===== config.mk =====
export PLATFORM = sky130hd
export DESIGN_NAME = hprb_source
export DESIGN_NICKNAME = d
export VERILOG_FILES = /design/src/rtl/hprb_source.sv
export SDC_FILE = /design/constraint.sdc
export NUM_CORES = 1
export LEC_CHECK = 0
export ABC_AREA = 0
export CAP_MARGIN = 20
export CORE_MARGIN = 2
export CORE_UTILIZATION = 55
export DETAILED_ROUTE_END_ITERATION = 10
export PLACE_DENSITY = 0.85
export SYNTH_ARGS = -nofsm -noshare
export SYNTH_HDL_FRONTEND = slang
export SYNTH_SLANG_ARGS = --single-unit

===== constraint.sdc =====
create_clock -name gch_clk -period 3.03 [get_ports gch_clk]
set_input_delay 0.4545 -clock gch_clk [delete_from_list [all_inputs] [get_ports gch_clk]]
set_output_delay 0.4545 -clock gch_clk [all_outputs]
set_load 0.005 [all_outputs]

===== src/rtl/hprb_source.sv =====
// ---------------------------------------------------------------------------
// hprb_source -- probe message generator
//
// Emits a stream of probe messages on one output channel using a 4-phase
// req/ack handshake. Every message carries src=MY_LOCAL_ADDR,
// dst=PRB_DST_ADDR, an incrementing data word and its redundancy code. It
// sits directly upstream of the probe sink in channel tests.
//
// Optional feature: define HPRB_SOURCE_ERR_INJ_EN to add the inj_err input.
// When inj_err is high while a message is loaded, bit 0 of that message's
// redundancy is inverted so the sink sees a corrupted message.
//
// Ports:
//   gch_clk       in   1    clock, all state on rising edge
//   gch_reset     in   1    asynchronous active-high reset
//   inj_err       in   1    (HPRB_SOURCE_ERR_INJ_EN only) corrupt this message
//   src_en        in   1    a new message starts only while high
//   gch_ready     out  1    block initialised and able to send
//   snd0_req_out  out  1    channel request
//   snd0_ack_in   in   1    channel acknowledge from the sink (debounced)
//   snd0_src      out  ASZ  message source address
//   snd0_dst      out  ASZ  message destination address
//   snd0_dat      out  DSZ  message data
//   snd0_red      out  RSZ  message redundancy
//   prb_done      out  1    NUM_MSGS messages completed (never when 0)
//   prb_count     out  16   completed messages, saturating
//
// Redundancy: calc_redun XOR-folds the concatenation {src, dst, dat}
// (zero-padded at the top to a multiple of RSZ) into RSZ-bit chunks,
// starting from the least-significant chunk.
// ---------------------------------------------------------------------------
`ifndef NS_ADDRESS_SIZE
`define NS_ADDRESS_SIZE 8
`endif
`ifndef NS_DATA_SIZE
`define NS_DATA_SIZE 16
`endif
`ifndef NS_REDUN_SIZE
`define NS_REDUN_SIZE 4
`endif
`ifndef NS_REQ_CKS
`define NS_REQ_CKS 2
`endif

module hprb_source #(
    parameter int unsigned MY_LOCAL_ADDR = 0,
    parameter int unsigned PRB_DST_ADDR  = 0,
    parameter int unsigned ASZ           = `NS_ADDRESS_SIZE,
    parameter int unsigned DSZ           = `NS_DATA_SIZE,
    parameter int unsigned RSZ           = `NS_REDUN_SIZE,
    parameter int unsigned START_DAT     = 0,
    parameter int unsigned NUM_MSGS      = 0,
    parameter int unsigned SND_ACK_CKS   = `NS_REQ_CKS
) (
    input  logic           gch_clk,
    input  logic           gch_reset,
`ifdef HPRB_SOURCE_ERR_INJ_EN
    input  logic           inj_err,
`endif
    input  logic           src_en,
    output logic           gch_ready,
    output logic           snd0_req_out,
    input  logic           snd0_ack_in,
    output logic [ASZ-1:0] snd0_src,
    output logic [ASZ-1:0] snd0_dst,
    output logic [DSZ-1:0] snd0_dat,
    output logic [RSZ-1:0] snd0_red,
    output logic           prb_done,
    output logic [15:0]    prb_count
);

    localparam int unsigned TW    = 2 * ASZ + DSZ;
    localparam int unsigned NCH   = (TW + RSZ - 1) / RSZ;
    localparam int unsigned PW    = NCH * RSZ;
    localparam int unsigned CNT_W = (SND_ACK_CKS < 2) ? 1 : $clog2(SND_ACK_CKS + 1);

    typedef enum logic [2:0] {
        ST_INIT,
        ST_IDLE,
        ST_LOAD,
        ST_REQ,
        ST_WAIT
    } state_t;

    function automatic logic [RSZ-1:0] calc_redun(input logic [ASZ-1:0] src,
                                                  input logic [ASZ-1:0] dst,
                                                  input logic [DSZ-1:0] dat);
        logic [PW-1:0]  w;
        logic [RSZ-1:0] r;
        w = PW'({src, dst, dat});
        r = '0;
        for (int c = 0; c < NCH; c++) begin
            r = r ^ w[c*RSZ +: RSZ];
        end
        return r;
    endfunction

    function automatic logic [15:0] sat_inc(input logic [15:0] v);
        return (v == 16'hFFFF) ? v : v + 16'd1;
    endfunction

    state_t           r_state, w_state_nxt;
    logic             r_ready, w_ready_nxt;
    logic             r_req, w_req_nxt;
    logic [ASZ-1:0]   r_src, w_src_nxt;
    logic [ASZ-1:0]   r_dst, w_dst_nxt;
    logic [DSZ-1:0]   r_dat, w_dat_nxt;
    logic [RSZ-1:0]   r_red, w_red_nxt;
    logic [DSZ-1:0]   r_seq, w_seq_nxt;
    logic [15:0]      r_cnt, w_cnt_nxt;
    logic             r_done, w_done_nxt;
    logic [RSZ-1:0]   w_red_calc;
    logic [CNT_W-1:0] r_ack_cnt;
    logic             r_ack_ckd;

    // ---- ack debounce: accept a new level only after SND_ACK_CKS steady samples
    always_ff @(posedge gch_clk or posedge gch_reset) begin
        if (gch_reset) begin
            r_ack_cnt <= '0;
            r_ack_ckd <= 1'b0;
        end else if (snd0_ack_in == r_ack_ckd) begin
            r_ack_cnt <= '0;
        end else if (r_ack_cnt == CNT_W'(SND_ACK_CKS - 1)) begin
            r_ack_ckd <= snd0_ack_in;
            r_ack_cnt <= '0;
        end else begin
            r_ack_cnt <= r_ack_cnt + 1'b1;
        end
    end

    always_comb begin
`ifdef HPRB_SOURCE_ERR_INJ_EN
        w_red_calc = calc_redun(r_src, r_dst, r_dat) ^ RSZ'(inj_err);
`else
        w_red_calc = calc_redun(r_src, r_dst, r_dat);
`endif
    end

    // ---- message FSM: next state and next register values
    always_comb begin
        w_state_nxt = r_state;
        w_ready_nxt = r_ready;
        w_req_nxt   = r_req;
        w_src_nxt   = r_src;
        w_dst_nxt   = r_dst;
        w_dat_nxt   = r_dat;
        w_red_nxt   = r_red;
        w_seq_nxt   = r_seq;
        w_cnt_nxt   = r_cnt;
        w_done_nxt  = r_done;
        case (r_state)
            ST_INIT: begin
                w_ready_nxt = 1'b1;
                w_seq_nxt   = DSZ'(START_DAT);
                w_state_nxt = ST_IDLE;
            end
            ST_IDLE: begin
                // A stale ack still high from the previous message blocks a new request.
                if (src_en && !r_done && !r_ack_ckd) begin
                    w_src_nxt   = ASZ'(MY_LOCAL_ADDR);
                    w_dst_nxt   = ASZ'(PRB_DST_ADDR);
                    w_dat_nxt   = r_seq;
                    w_state_nxt = ST_LOAD;
                end
            end
            ST_LOAD: begin
                w_red_nxt   = w_red_calc;
                w_req_nxt   = 1'b1;
                w_state_nxt = ST_REQ;
            end
            ST_REQ: begin
                if (r_ack_ckd) begin
                    w_req_nxt   = 1'b0;
                    w_state_nxt = ST_WAIT;
                end
            end
            ST_WAIT: begin
                if (!r_ack_ckd) begin
                    w_cnt_nxt = sat_inc(r_cnt);
                    // Data wraps MAX->0 naturally; the sink accepts the wrap.
                    w_seq_nxt = r_seq + 1'b1;
                    if ((NUM_MSGS != 0) && ({1'b0, r_cnt} + 17'd1 == 17'(NUM_MSGS))) begin
                        w_done_nxt = 1'b1;
                    end
                    w_state_nxt = ST_IDLE;
                end
            end
            default: w_state_nxt = ST_INIT;
        endcase
    end

    // ---- state and output registers
    always_ff @(posedge gch_clk or posedge gch_reset) begin
        if (gch_reset) begin
            r_state <= ST_INIT;
            r_ready <= 1'b0;
            r_req   <= 1'b0;
            r_src   <= '0;
            r_dst   <= '0;
            r_dat   <= '0;
            r_red   <= '0;
            r_seq   <= '0;
            r_cnt   <= '0;
            r_done  <= 1'b0;
        end else begin
            r_state <= w_state_nxt;
            r_ready <= w_ready_nxt;
            r_req   <= w_req_nxt;
            r_src   <= w_src_nxt;
            r_dst   <= w_dst_nxt;
            r_dat   <= w_dat_nxt;
            r_red   <= w_red_nxt;
            r_seq   <= w_seq_nxt;
            r_cnt   <= w_cnt_nxt;
            r_done  <= w_done_nxt;
        end
    end

    assign gch_ready    = r_ready;
    assign snd0_req_out = r_req;
    assign snd0_src     = r_src;
    assign snd0_dst     = r_dst;
    assign snd0_dat     = r_dat;
    assign snd0_red     = r_red;
    assign prb_done     = r_done;
    assign prb_count    = r_cnt;

endmodule


Word-level counts from Yosys, hierarchy flattened
Index checks and enable logic that the tools add are counted.
{"block": "word_totals", "input_bits": 4, "register_bits": 60, "elab_cells": 49, "out_inout_bits": 55}
{"block": "classes", "n_mux": 10, "n_bitwise": 6, "eq_ne": 10, "add_sub_neg": 3, "n_reduce_logical": 11}
{"op": "adder 16 x 1 -> 16 bit (second input constant)", "n": 2}
{"op": "one-hot mux 16 bit (2 select lines)", "n": 1}
{"op": "== test 16 bit (second input constant)", "n": 1}
{"op": "two-way mux 16 bit", "n": 1}
{"op": "one-hot mux 3 bit (5 select lines)", "n": 1}
{"op": "bitwise XOR 4 bit", "n": 3}
{"op": "two-way mux 3 bit", "n": 3}
{"op": "AND reduction 2 bit", "n": 4}
{"op": "== test 3 x 2 -> 1 bit (second input constant)", "n": 2}
{"op": "inequality test 2 bit (second input constant)", "n": 3}
{"op": "AND reduction 3 bit", "n": 2}
{"op": "two-way mux 2 bit", "n": 2}
{"op": "nonzero test 2 bit", "n": 2}
{"op": "== test 3 x 1 -> 1 bit (second input constant)", "n": 1}
{"op": "== test 3 bit (second input constant)", "n": 1}
{"op": "logical NOT 3 bit", "n": 1}
{"op": "inverter 1 bit", "n": 3}
{"op": "adder 2 x 1 -> 2 bit (second input constant)", "n": 1}
{"op": "== test 2 x 1 -> 1 bit (second input constant)", "n": 1}
{"op": "one-hot mux 1 bit (2 select lines)", "n": 1}
{"op": "== test 1 bit", "n": 1}
{"op": "logical AND 1 bit", "n": 1}
{"op": "logical NOT 1 bit", "n": 1}
{"op": "two-way mux 1 bit", "n": 1}

Logic depth before layout (Yosys ltp)
{"block": "logic_depth", "depth_word": 4, "mapped_depth": 5, "mapped_depth_nobuf": 5}

Worst setup path after synthesis
OpenSTA, ideal clock, no wires.
{"block": "synth_timing", "path_type": "flip-flop to flip-flop", "startpoint": "register r_state[2]", "endpoint": "register r_dat[0] (netlist: snd0_dat[0])", "period_less_slack_ns": 1.897, "setup_time_ns": 0.125, "setup_slack_ns": 1.133, "t_required_ns": 2.905, "stages_incl_launch_ff": 5, "path_buffers": 2, "arrival_time_ns": 1.772, "cell_sequence": "dfrtp_1 -> clkbuf_1 -> nor4_2 -> buf_2 -> mux2_2"}
{"block": "synth_via", "elab_chain_len": 2}
{"item": "start, declared", "line": "102", "source": "state_t r_state, w_state_nxt;"}
{"item": "start signal, assigned", "line": "206", "source": "r_state <= w_state_nxt;"}
{"item": "== test 3 x 1 -> 1 bit", "line": "151", "source": "case (r_state)"}
{"item": "AND reduction 2 bit (no source line)"}
{"item": "end signal, assigned", "line": "211", "source": "r_dat <= w_dat_nxt;"}
{"item": "end, declared", "line": "107", "source": "logic [DSZ-1:0] r_dat, w_dat_nxt;"}
No other way between the ends.
A chain may end at the register's enable or synchronous reset.

Worst setup path in the final report
{"block": "layout_timing", "startpoint": "register r_ack_ckd", "endpoint": "register r_cnt[9] (netlist: prb_count[9])"}
{"block": "layout_via", "elab_chain_len": 2}
{"item": "start, declared", "line": "114", "source": "logic r_ack_ckd;"}
{"item": "start signal, assigned", "line": "124", "source": "r_ack_ckd <= snd0_ack_in;"}
{"item": "inverter 1 bit (no source line)"}
{"item": "AND reduction 3 bit (no source line)"}
{"item": "end signal, assigned", "line": "214", "source": "r_cnt <= w_cnt_nxt;"}
{"item": "end, declared", "line": "110", "source": "logic [15:0] r_cnt, w_cnt_nxt;"}
No other way between the ends.

==> load_flow_metrics.sql <==
INSERT INTO impl_metrics (metric_group, metric, value, unit) VALUES
('run_status', 'outcome', 'finished, final reports clean', ''),
('layout', 'layout-drive-gt1-share', '14.4', '%'),
('floorplan', 'die_height', '76.8', 'microns'),
('sta', 'timing.hold.ws', '0.431', 'ns'),
('sta', 'fin_crit_sh', '77.3', '%'),
('synthesis', 'post_synth_inst_count', '265', ''),
('critical_path', 'cp_max_fo', '14', ''),
('detailed_routing', 'drt-total-wl', '5.75', 'mm'),
('global_routing', 'groute.usage.overall', '21.3', '%'),
('placed_design', 'detailed_place.area', '3350', 'sq um'),
('placed_design', 'portBuffers', '41', ''),
('sta', 'final-hold-violation-count', '0', ''),
('detailed_routing', 'routedWlPerCell', '14.8', 'microns'),
('critical_path', 'path_class', 'flip-flop to flip-flop', ''),
('cts', 'max-clock-path-buffers', '2', ''),
('cts', 'ctsHoldBuffers', '0', ''),
('critical_path', 'crit-reg2reg-launch', 'r_ack_ckd', ''),
('floorplan', 'initial_core_util', '57.1', '%'),
('critical_path', 'timing.critical_path.slowest_cell_delay', '0.70', 'ns'),
('worst_hold_path', 'hold_class', 'flip-flop to flip-flop', ''),
('critical_path', 'required', '3.23', 'ns'),
('global_routing', 'first_global_vias', '2041', ''),
('layout', 'finish.net_count', '321', ''),
('cts', 'cts_tree', 'yes', ''),
('layout', 'finish.instance_area', '3520', 'sq um'),
('synthesis', 'ys_seq_area_share', '51.5', '%'),
('critical_path', 'crit_path_start', 'r_ack_ckd', ''),
('critical_path', 'cp_slowest_cell', 'or4b_4', ''),
('cts', 'cts_made_buffers', '9', ''),
('sta', 'setup_viol_count_final', '0', ''),
('synthesis', 'netlist_area', '2920', 'sq um'),
('job', 'cap_viol_max_count', '0', ''),
('critical_path', 'critPathCaptureType', 'flip-flop', ''),
('placed_design', 'place_congestion', '0.821', ''),
('layout', 'fillCellCount', '397', ''),
('placed_design', 'dp_hpwl', '4.07', 'mm'),
('global_routing', 'gr-total-overflow', '0', ''),
('critical_path', 'critical_path.reg2reg.endpoint', 'prb_count[9]', ''),
('sta', 'tightestPinTransition', '0.728', 'ns'),
('floorplan', 'fp-row-count', '26', ''),
('detailed_routing', 'antenna_left', '0', ''),
('sta', 'worst_clock_skew_on_the_final_layout', '0.00592', 'ns'),
('layout', 'flow.area_growth_from_synthesis', '20.9', '%'),
('sta', 'worst_slew_margin_rel', '51.5', '%'),
('cts', 'ctsRootBufferMaster', 'clkbuf_8', ''),
('cts', 'cts_repair_resize_count', '0', ''),
('cts', 'htree_levels', '3', ''),
('cts', 'clock-sinks', '60', ''),
('floorplan', 'design.core.area', '5110', 'sq um'),
('synthesis', 'synth.ff_latch_count', '60', ''),
('power', 'power_leakage', '1.58', 'nW'),
('synthesis', 'synthDistinctLibCells', '43', ''),
('power', 'power_density_relative_to_cell_area', '592', 'nW/um^2'),
('global_routing', 'maximum_number_of_pins_on_one_net_before_global_route_repair', '61', ''),
('critical_path', 'crit_chain', 'or4b_4, nor4_1, o311ai_0, xnor2_1', ''),
('sta', 'drv_slew', '0', ''),
('detailed_routing', 'router_iterations_before_antenna_repair', '4', ''),
('cts', 'clock_insertion_delay_worst_skew', '0.33', 'ns'),
('global_routing', 'first_pass_grt_wire_length', '9.74', 'mm'),
('critical_path', 'reg2reg_slack', '0.69', 'ns'),
('synthesis', 'yosys_warnings', '0', ''),
('critical_path', 'worst_setup_path_start_kind', 'flip-flop', ''),
('global_routing', 'antenna_found_initial', '0', ''),
('floorplan', 'dieArea', '5900', 'sq um'),
('power', 'max-vdd-ir-drop', '0.594', 'mV'),
('cts', 'cts.repair_timing.setup_buffer_count', '0', ''),
('detailed_routing', 'post_drt_via_cell_ratio', '5.55', ''),
('sta', 'fin_setup_tns', '0', 'ns'),
('detailed_routing', 'drtIter0Drc', '334', ''),
('floorplan', 'io_count', '59', ''),
('synthesis', 'synth.avg_cell_area', '11.0', 'sq um'),
('layout', 'antenna_cells', '0', ''),
('critical_path', 'end_point_of_the_critical_path', 'prb_count[9]', ''),
('detailed_routing', 'number_of_drc_violations_after_detailed_routing', '0', ''),
('sta', 'grt_setup_unrepaired', 'no', ''),
('critical_path', 'timing.critical_path.arrival', '2.54', 'ns'),
('floorplan', 'die_width', '76.8', 'microns'),
('detailed_routing', 'route.vias.total', '2158', ''),
('sta', 'fmaxAchievable', '427', 'MHz'),
('sta', 'final.min_clock_period', '2.34', 'ns'),
('cts', 'clk_pin_slew_worst_paths', '0.06', 'ns'),
('critical_path', 'r2r.worst_path.cells', '4', ''),
('power', 'report.power.total', '2.08', 'mW');
[cell usage after synthesis (all sizes together)]
| master | number | area, sq um |
|---|---|---|
| or2 | 1 | 6.26 |
| o31ai | 2 | 15.0 |
| nand3b | 1 | 7.51 |
| o21ai | 8 | 40.0 |
| nand2b | 3 | 18.8 |
| a211oi | 2 | 20.0 |
| and4 | 1 | 8.76 |
| ha | 2 | 25.0 |
| inv | 3 | 11.3 |
| nor2b | 1 | 6.26 |
| nand4 | 11 | 68.8 |
| and2 | 2 | 12.5 |
| nor4 | 7 | 56.3 |
| nor2 | 17 | 63.8 |
| conb | 1 | 3.75 |
| nor3b | 1 | 7.51 |
| a31oi | 1 | 6.26 |
| nor3 | 5 | 25.0 |
| o211ai | 1 | 7.51 |
| dfrtp | 60 | 1500 |
| xor2 | 13 | 114 |
| mux2 | 19 | 214 |
| xnor2 | 17 | 149 |
| or4 | 3 | 30.0 |
| a21o | 1 | 7.51 |
| or4b | 1 | 13.8 |
| a211o | 1 | 8.76 |
| o311ai | 1 | 8.76 |
| nand2 | 16 | 60.1 |
| a22o | 1 | 8.76 |
| nor4b | 2 | 23.8 |
| or3 | 7 | 43.8 |
| clkbuf | 3 | 11.3 |
| and3 | 2 | 12.5 |
| a21oi | 15 | 75.1 |
| nand3 | 10 | 50.1 |
| mux2i | 3 | 30.0 |
| buf | 20 | 143 |
[worst max-delay path: cells and delay by family (launching register included)]
kind | cells | cell delay (ns)
DFF | 1 | 0.51
AOI/OAI and AO/OA | 1 | 0.29
and+or+nand+nor | 2 | 1.23
xor gates and xnor gates | 1 | 0.18
[cells in the final DEF, fill, tap and decap left out, types with 3 or more instances in the layout]
cell type and instances:
or3_1 7, xor2_1 13, nand2_1 16, mux2i_1 3
o21ai_0 8, nand4_1 11, xnor2_1 17, nand3_1 10
clkbuf_8 11, nor3_1 5, nor4_1 5, buf_4 4
a21oi_1 15, clkdlybuf4s50_1 41, mux2_2 19, nand2b_1 3
dfrtp_1 60, nor2_1 17, conb_1 17
[metrics by stage]
step / setup slack (ns) / instances / util, %
finish: 0.689 / 389 / 69.0
global route: 0.541 / 389 / 69.0
CTS: 0.686 / 388 / 68.9
detailed placement: 0.712 / 373 / 65.6
global placement: 0.906 / 373 / 65.6
floorplan: 1.09 / 281 / -
[how the worst min path moves through the flow]
stage	from	endpoint	slack, ns	cells past startpoint
after global routing	r_ack_cnt[0]	r_ack_cnt[0]	0.46	1
final	r_ack_cnt[0]	r_ack_cnt[0]	0.43	1
after CTS	r_ack_cnt[0]	r_ack_cnt[0]	0.44	1
after global placement	r_ack_cnt[0]	r_ack_cnt[0]	0.41	1
after detailed placement	r_ack_cnt[0]	r_ack_cnt[0]	0.43	1
after floorplan	r_ack_cnt[0]	r_ack_cnt[0]	0.40	1
[kinds of logic after synthesis]
group           share of synthesized area [%]
compound gates                           6.78
mux                                      8.37
flops                                    51.5
simple gates                             17.7
buf+inv                                  5.66
xor+xnor                                 9.01
other cells                             0.129
fa+ha+maj                               0.858
[sequential cells by signal (all words and copies together), names as in the netlist]
signal / count
snd0_red: 4
r_state: 3
gch_ready: 1
prb_count: 16
r_ack_cnt: 2
r_seq: 16
snd0_dat: 16
snd0_req_out: 1
r_ack_ckd: 1
[area by class of cell]
class                   instances  area (sq um)  area share (%)
flip-flops and latches         60          1500            42.6
multi-input cells             195          1310            37.1
repair buffers                 46           445            12.6
clock buffers                  13           159            4.51
well taps                      70          87.6            2.49
inverters                       3          11.3           0.320
clock inverters                 2          10.0           0.284
[power breakdown]
group	switching, mW	leakage (nW)	internal, mW
clock network	0.287	0.0893	0.335
logic	0.207	0.679	0.234
registers	0.131	0.812	0.891
total	0.625	1.58	1.46
[routing by layer]
layer | global-route usage [%] | part of all wire (%) | vias up
met1 | 28.2 | 44 | 1061
met3 | 5.18 | 5.4 | 11
met5 | 0 | 0 | -
met2 | 33.0 | 49 | 75
met4 | 10.4 | 2.0 | 0
li1 | - | - | 1011
(Power assumes the default switching activity.)
